**config.mk**
```make
export PLATFORM = sky130hd
export DESIGN_NAME = instruction_fetch
export DESIGN_NICKNAME = d
export VERILOG_FILES = /design/src/rtl/instruction_fetch.sv
export SDC_FILE = /design/constraint.sdc
export NUM_CORES = 1
export LEC_CHECK = 0
export BUFFER_PORTS_ARGS = -buffer_cell sky130_fd_sc_hd__buf_2
export CORE_MARGIN = 3
export CORE_UTILIZATION = 44
export CTS_BUF_LIST = sky130_fd_sc_hd__clkbuf_8 sky130_fd_sc_hd__clkbuf_16
export CTS_CLUSTER_DIAMETER = 60
export DETAILED_ROUTE_END_ITERATION = 6
export HOLD_SLACK_MARGIN = 0.06
export PLACE_DENSITY = 0.65
export SYNTH_ARGS = -nofsm -noshare
export SYNTH_HDL_FRONTEND = slang
export SYNTH_SLANG_ARGS = --single-unit
```
**constraint.sdc**
```tcl
create_clock -name clk -period 16.6 [get_ports clk]
set_input_delay 3.32 -clock clk [delete_from_list [all_inputs] [get_ports clk]]
set_output_delay 3.32 -clock clk [all_outputs]
set_load 0.05 [all_outputs]
```
**src/rtl/instruction_fetch.sv**
```systemverilog
// Instruction fetch front end: issues word-aligned fetch requests, keeps an
// in-order tag FIFO of request addresses, and buffers returned words as
// instruction/pc pairs. Redirects and reset flush the buffer and mark any
// still-in-flight responses for discard.
module instruction_fetch #(
   parameter int              XLEN        = 32,
   parameter logic [XLEN-1:0] RESET_PC    = '0,
   parameter int              QUEUE_DEPTH = 2
) (
   input  logic            clk,
   input  logic            reset,
   output logic            imem_req_valid,
   input  logic            imem_req_ready,
   output logic [XLEN-1:0] imem_req_addr,
   input  logic            imem_resp_valid,
   input  logic [31:0]     imem_resp_data,
   input  logic            redirect_valid,
   input  logic [XLEN-1:0] redirect_pc,
   output logic            inst_valid,
   input  logic            inst_ready,
   output logic [31:0]     instruction,
   output logic [XLEN-1:0] pc,
   output logic [XLEN-1:0] pc_plus_four,
   output logic            misaligned_fault
);
   localparam int AW = $clog2(QUEUE_DEPTH);
   // Counters hold values up to 2*QUEUE_DEPTH in intermediate sums.
   localparam int CW = AW + 2;
   localparam logic [CW-1:0] DEPTH_C = CW'(QUEUE_DEPTH);
   localparam logic [AW-1:0] PTR_ONE = AW'(1);

   logic [XLEN-1:0] fetch_pc_reg;
   logic            run_reg;
   logic            fault_reg;
   // live_reg counts in-flight requests whose responses will be kept;
   // discard_reg counts in-flight requests whose responses will be dropped.
   logic [CW-1:0]   live_reg;
   logic [CW-1:0]   discard_reg;
   logic [CW-1:0]   occ_reg;
   logic [AW-1:0]   tag_wr_reg;
   logic [AW-1:0]   tag_rd_reg;
   logic [AW-1:0]   buf_wr_reg;
   logic [AW-1:0]   buf_rd_reg;

   logic [XLEN-1:0] tag_mem      [QUEUE_DEPTH];
   logic [31:0]     buf_data_mem [QUEUE_DEPTH];
   logic [XLEN-1:0] buf_pc_mem   [QUEUE_DEPTH];

   logic            head_valid;
   logic            pop;
   logic            push;
   logic            fire;
   logic            resp_live;
   logic            resp_stale;
   logic            redirect_bad;
   logic [CW-1:0]   in_flight;
   logic [CW-1:0]   credit_used;
   logic [CW-1:0]   in_flight_left;

   // Handshake decode and credit accounting for the in-flight + buffered bound.
   always_comb begin
      head_valid     = !reset && (occ_reg != '0);
      pop            = head_valid && inst_ready && !redirect_valid;
      in_flight      = live_reg + discard_reg;
      // A slot freed by this cycle's pop can be reused by this cycle's request,
      // which is what sustains one instruction per cycle with a two-entry buffer.
      credit_used    = in_flight + occ_reg - CW'(pop);
      in_flight_left = in_flight - CW'(imem_resp_valid && (in_flight != '0));
      resp_stale     = imem_resp_valid && (discard_reg != '0);
      resp_live      = imem_resp_valid && (discard_reg == '0) && (live_reg != '0);
      push           = resp_live && !redirect_valid && !reset;
      redirect_bad   = (redirect_pc[1:0] != 2'b00);
   end

   assign imem_req_valid   = run_reg && !reset && !fault_reg && !redirect_valid &&
                             (credit_used < DEPTH_C);
   assign imem_req_addr    = fetch_pc_reg;
   assign fire             = imem_req_valid && imem_req_ready;
   assign misaligned_fault = fault_reg;

   assign inst_valid   = head_valid;
   assign instruction  = head_valid ? buf_data_mem[buf_rd_reg] : 32'h0;
   assign pc           = head_valid ? buf_pc_mem[buf_rd_reg] : '0;
   assign pc_plus_four = head_valid ? (buf_pc_mem[buf_rd_reg] + XLEN'(4)) : '0;

   // Control state: fetch pointer, counters, FIFO pointers, fault flag.
   always_ff @(posedge clk) begin
      if (reset) begin
         fetch_pc_reg <= RESET_PC;
         run_reg      <= 1'b0;
         fault_reg    <= 1'b0;
         live_reg     <= '0;
         // Responses to requests issued before reset must still be ignored.
         discard_reg  <= in_flight_left;
         occ_reg      <= '0;
         tag_wr_reg   <= '0;
         tag_rd_reg   <= '0;
         buf_wr_reg   <= '0;
         buf_rd_reg   <= '0;
      end else begin
         run_reg <= 1'b1;
         if (redirect_valid) begin
            fetch_pc_reg <= redirect_pc;
            if (redirect_bad) begin
               fault_reg <= 1'b1;
            end
            live_reg    <= '0;
            discard_reg <= in_flight_left;
            occ_reg     <= '0;
            tag_wr_reg  <= '0;
            tag_rd_reg  <= '0;
            buf_wr_reg  <= '0;
            buf_rd_reg  <= '0;
         end else begin
            if (fire) begin
               fetch_pc_reg <= fetch_pc_reg + XLEN'(4);
               tag_wr_reg   <= tag_wr_reg + PTR_ONE;
            end
            if (resp_live) begin
               tag_rd_reg <= tag_rd_reg + PTR_ONE;
            end
            live_reg    <= live_reg + CW'(fire) - CW'(resp_live);
            discard_reg <= discard_reg - CW'(resp_stale);
            if (push) begin
               buf_wr_reg <= buf_wr_reg + PTR_ONE;
            end
            if (pop) begin
               buf_rd_reg <= buf_rd_reg + PTR_ONE;
            end
            occ_reg <= occ_reg + CW'(push) - CW'(pop);
         end
      end
   end

   // Storage: request addresses on fire, {word, address} pairs on kept responses.
   always_ff @(posedge clk) begin
      if (fire) begin
         tag_mem[tag_wr_reg] <= fetch_pc_reg;
      end
      if (push) begin
         buf_data_mem[buf_wr_reg] <= imem_resp_data;
         buf_pc_mem[buf_wr_reg]   <= tag_mem[tag_rd_reg];
      end
   end
endmodule

```
### Word level (Yosys, flattened, before mapping)

Memories as Yosys holds them, arrays and structs flattened. A register that Yosys moved wholly into a read port is not among the register bits.
Index checks and enable logic that the tools add are counted.

* flip-flop bits (word level): 47
* bits in writable memories: 192
* bits of input ports: 70
* word-level logic and storage cells: 73
* memories: 3

Memory list
* buf_data_mem: words 2, width 32, read ports 1, clocked after memory_dff 1, wr ports 1, RTL line 46 `logic [31:0] buf_data_mem [QUEUE_DEPTH];`
* buf_pc_mem: words 2, width 32, read ports 1, clocked after memory_dff 1, wr ports 1, RTL line 47 `logic [XLEN-1:0] buf_pc_mem [QUEUE_DEPTH];`
* tag_mem: words 2, width 32, read ports 1, clocked after memory_dff 1, wr ports 1, RTL line 45 `logic [XLEN-1:0] tag_mem [QUEUE_DEPTH];`

* $add $sub $neg: 15
* $lt $le $gt $ge: 1
* multiplexer cells: 18
* reduce and logical (&&, ||, !) cells: 26

Operators by type and width (number)
* two-way mux 32 bit: 5
* adder 32 x 3 -> 32 bit (second input constant): 2
* subtractor 3 x 1 -> 3 bit: 5
* logical AND 1 bit: 14
* nonzero test 3 bit: 4
* two-way mux 1 bit: 11
* adder 3 x 1 -> 3 bit: 2
* adder 3 bit: 2
* two-way mux 3 bit: 2
* adder 1 bit (second input constant): 4
* nonzero test 2 bit: 2
* logical NOT 1 bit: 3
* logical NOT 3 bit: 1
* < comparator 3 x 2 -> 1 bit (second input constant): 1
* AND reduction 2 bit: 1
* OR reduction 2 bit: 1

### Logic depth before layout (Yosys ltp)

* depth after elaboration: 10
* mapped depth: 20
* mapped depth without buffers: 17

### Worst setup path after synthesis

OpenSTA, ideal clock, no wires.

* path kind: input-to-output
* start point: input redirect_valid
* end point: output imem_req_valid
* arrival: 6.092 ns
* required time: 13.280 ns
* path slack: 7.188 ns
* stages on the path: 11
* cells stage by stage: clkbuf_1 inv_1 clkbuf_1 nand2_1 nor2_1 ha_1 nand2b_1 fa_1 xnor3_1 xor2_2 and3_1

* word-level cells in the longest chain between the ends: 5
* elaborated cells on any way between the ends: 6
* classes of those cells: 1 x add/sub; 1 x order compare; 4 x reduce/logical

Ends and longest elaborated chain
* start, declared: RTL line 17 `input logic redirect_valid,`
* logical NOT 1 bit: RTL line 63 `pop = head_valid && inst_ready && !redirect_valid;`
* logical AND 1 bit: RTL line 63
* via pop: RTL line 50 `logic pop;`
* subtractor 3 x 1 -> 3 bit: RTL line 67 `credit_used = in_flight + occ_reg - CW'(pop);`
* < comparator 3 x 2 -> 1 bit: RTL line 76 `(credit_used < DEPTH_C);`
* logical AND 1 bit: RTL line 75 `assign imem_req_valid = run_reg && !reset && !fault_reg && !redirect_valid &&`
* end, declared: RTL line 12 `output logic imem_req_valid,`

The timed path passes the listed nets, and every way through them passes these cells.

### Worst setup path after layout

Same ends and word-level chain as after synthesis.

==> impl_results.md <==
* Outcome: completed
* CTS tree: yes
* Type of the worst setup path: in -> out
* Max VDD drop at 0.115 mV
* TritonCTS Buffers at 28
* Iter 0 DRT Violations at 492
* Post-synth EDFFs at 192
* Final period util at 0.598
* GRT Residual Overflow at 0
* Row count at 56
* Hold buffer count at cts at 0
* Leading registers by flop count: buf_data_mem x64, buf_pc_mem x64, tag_mem x64
* Max H-tree Level at 1
* Synth Warn # at 0
* Metal1 wirelength at 11.5 mm
* All-Layer GR Usage at 0.181
* Critical path startpoint category: input pin
* Wirelength per Cell at 17.8 µm
* CTS resizes at 0
* Top-count cell post-synth: edfxtp_1
* I/O pin count at 201
* Total wire length at 24.6 mm
* Crit-path max FO at 25
* First-pass GRT wire length at 38.5 mm
* Initial antenna violation count at 0
* Power density over the cells at 105 nW/µm²
* HPWL Detailed at 16.9 mm
* Met3 wire length at 2.05 mm
* Max incr delay on CP at 0.43 ns
* Main combinational cell family by area after synthesis: simple AND/OR/NAND/NOR gates
* Number of max-cap violations at 0
* Port bufs at 200
* Ranking of synthesized cells by area: edfxtp_1, dfxtp_1, mux2i_1, nor2_1, mux2_2
* Root buf cell: clkbuf_16
* P&R area growth vs syn at 19.9%
* Mapped Area at 10800 µm²
* Cell area after layout at 13000 µm²
* Slowest-stage cell, CP: buf_2
* Met2 wire length at 10.6 mm
* Ys flop type: edfxtp_1
* Layout Nets at 1130
* CTS Buffer Depth at 3
* Synth Area in Compound Gates at 0.0663
* Placed cell area at 12100 µm²
* Fin. Hold Viols at 0
* Async SR Flop Fraction at 0
* Crit path time final at 9.93 ns
* Fraction of layout cells with a size suffix above 1 at 0.283
* Top-area cell type share of the netlist area at 0.532
* Post-synthesis adder-cell area fraction at 0.0224
* Unrepaired setup endpoints after global routing: false
* Worst Tran Pin Value at 1.12 ns
* WHS at 0.502 ns
* Num Clock Sinks at 241
* Die Area at 26500 µm²
* Vias/cell at 5.35
* Crit-path cells: buf_2, inv_1, nand2_1, nor2_1, ha_1, nand2b_1, fa_1, xnor3_1, xor2_2, and3_1, buf_2
* DR vias at 7394
* Post-Synthesis Cells at 845
* Clk_skew at 0.0126 ns
* Most frequent cells after synthesis: edfxtp_1, nor2_1, mux2i_1, dfxtp_1, nand3_1
* Chip height at 163 µm
* DRT Pass-1 Iters at 5
* Rel. slew slack at 0.256
* Largest net degree at the start of global routing at 74
* Cell repeated most along the worst path: buf_2
* Post-route insts no fill at 1381
* Crit. End Element: primary output
* Synth Area in Simple Gates at 0.129
* Post-route antenna net violation count at 0
* HP Class: reg -> reg
* FF+latch count, synth at 241
* Fmax at 101 MHz
* Starting density of the core at 0.455
* # setup viols final at 0
* Slew Limit Fails at 0
* Die W at 163 µm
* Net Count, Synth at 932
* Post-synthesis mux area share at 0.0983
* FF-to-FF setup slack at 11.69 ns
* Synth Area in XOR/XNOR at 0.0331
* Cells after DPL at 1332
* Gpl congestion at 0.868
* Worst path required time at 13.28 ns
* Worst EP arrival at 6.61 ns
* P_leak at 4.88 nW
* Cell variety after synth at 66
* Worst-Skew Late Latency at 0.52 ns
* Worst path top cell family by delay: buffers and inverters
* Core area at 23800 µm²
* Post-synth top area cell: edfxtp_1
* Sequential cell area fraction in the yosys report at 0.623
* # diodes at 0
* Buffers and inverters on the worst path at 3
* Total negative slack at 0 ns
* Synthesized area per cell at 12.8 µm²
* CTS clock-pin slew for the worst setup and hold paths at 0.06 ns
* Vias in the first global route at 7021
* Detailed-route DRC error count at 0
* Top routing layer in use: met4
* Post-CTS Setup Bufs at 0
## layer usage
layer	up-vias	track usage
met5	-	0
met4	0	0.0419
met3	42	0.0320
met2	317	0.273
met1	3470	0.275
li1	3565	-
## worst paths after layout
check                 startpoint              to  depth (start not counted)
setup / recovery  redirect_valid  imem_req_valid                         11
hold / removal    discard_reg[2]  discard_reg[2]                          1
setup reg to reg     live_reg[0]     live_reg[2]                         17
hold reg to reg   discard_reg[2]  discard_reg[2]                          1
## area by class of cell
cell class	instances	area, µm²
fill	2061	10800
sequential	241	6750
multi-input combinational	532	3790
timing repair buffer	212	1090
clock buffer	30	739
tap	319	399
clock inverter	19	118
inverter	28	105
## metrics by stage
stage | utilization | setup WS, ns | power [mW]
after global routing | 0.545 | 6.47 | 1.42
final | 0.545 | 6.67 | 1.37
after floorplan | - | 7.19 | 0.781
after detailed placement | 0.509 | 6.69 | 0.823
after CTS | 0.545 | 6.70 | 1.38
after global placement | 0.509 | 6.77 | 0.820
## placed cells by master, fill, tap and decap left out, drive strengths merged, types with 10 or more instances in the layout
cell | netlist | final
a21oi | 20 | 20
and3 | 10 | 10
buf | 21 | 212
clkbuf | 23 | 30
clkinv | 2 | 10
dfxtp | 49 | 49
edfxtp | 192 | 192
ha | 13 | 13
inv | 26 | 35
mux2 | 35 | 35
mux2i | 67 | 67
nand2 | 30 | 30
nand3 | 43 | 43
nand4 | 12 | 12
nor2 | 104 | 104
nor3 | 21 | 21
nor4 | 14 | 14
o21ai | 19 | 19
xnor2 | 23 | 23
xor2 | 11 | 11
## report_power, final
| part | switching (mW) | leakage [nW] | internal [mW] |
|---|---|---|---|
| Clock | 0.223 | 0.449 | 0.333 |
| Combinational | 0.0890 | 2.28 | 0.0435 |
| Sequential | 0.0159 | 2.15 | 0.663 |
## cells by family (layout without fill, tap and decap cells)
| kind of cell | count (synthesis) | after routing |
|---|---|---|
| multiplexers | 102 | 102 |
| buffers and inverters | 72 | 289 |
| AO/OA/AOI/OAI | 100 | 100 |
| AND/OR/NAND/NOR | 277 | 277 |
| flip-flops | 241 | 241 |
| XOR/XNOR | 36 | 36 |
| adder cells (fa/ha/maj) | 17 | 17 |
Note: power is estimated with default switching activity, not from simulation.
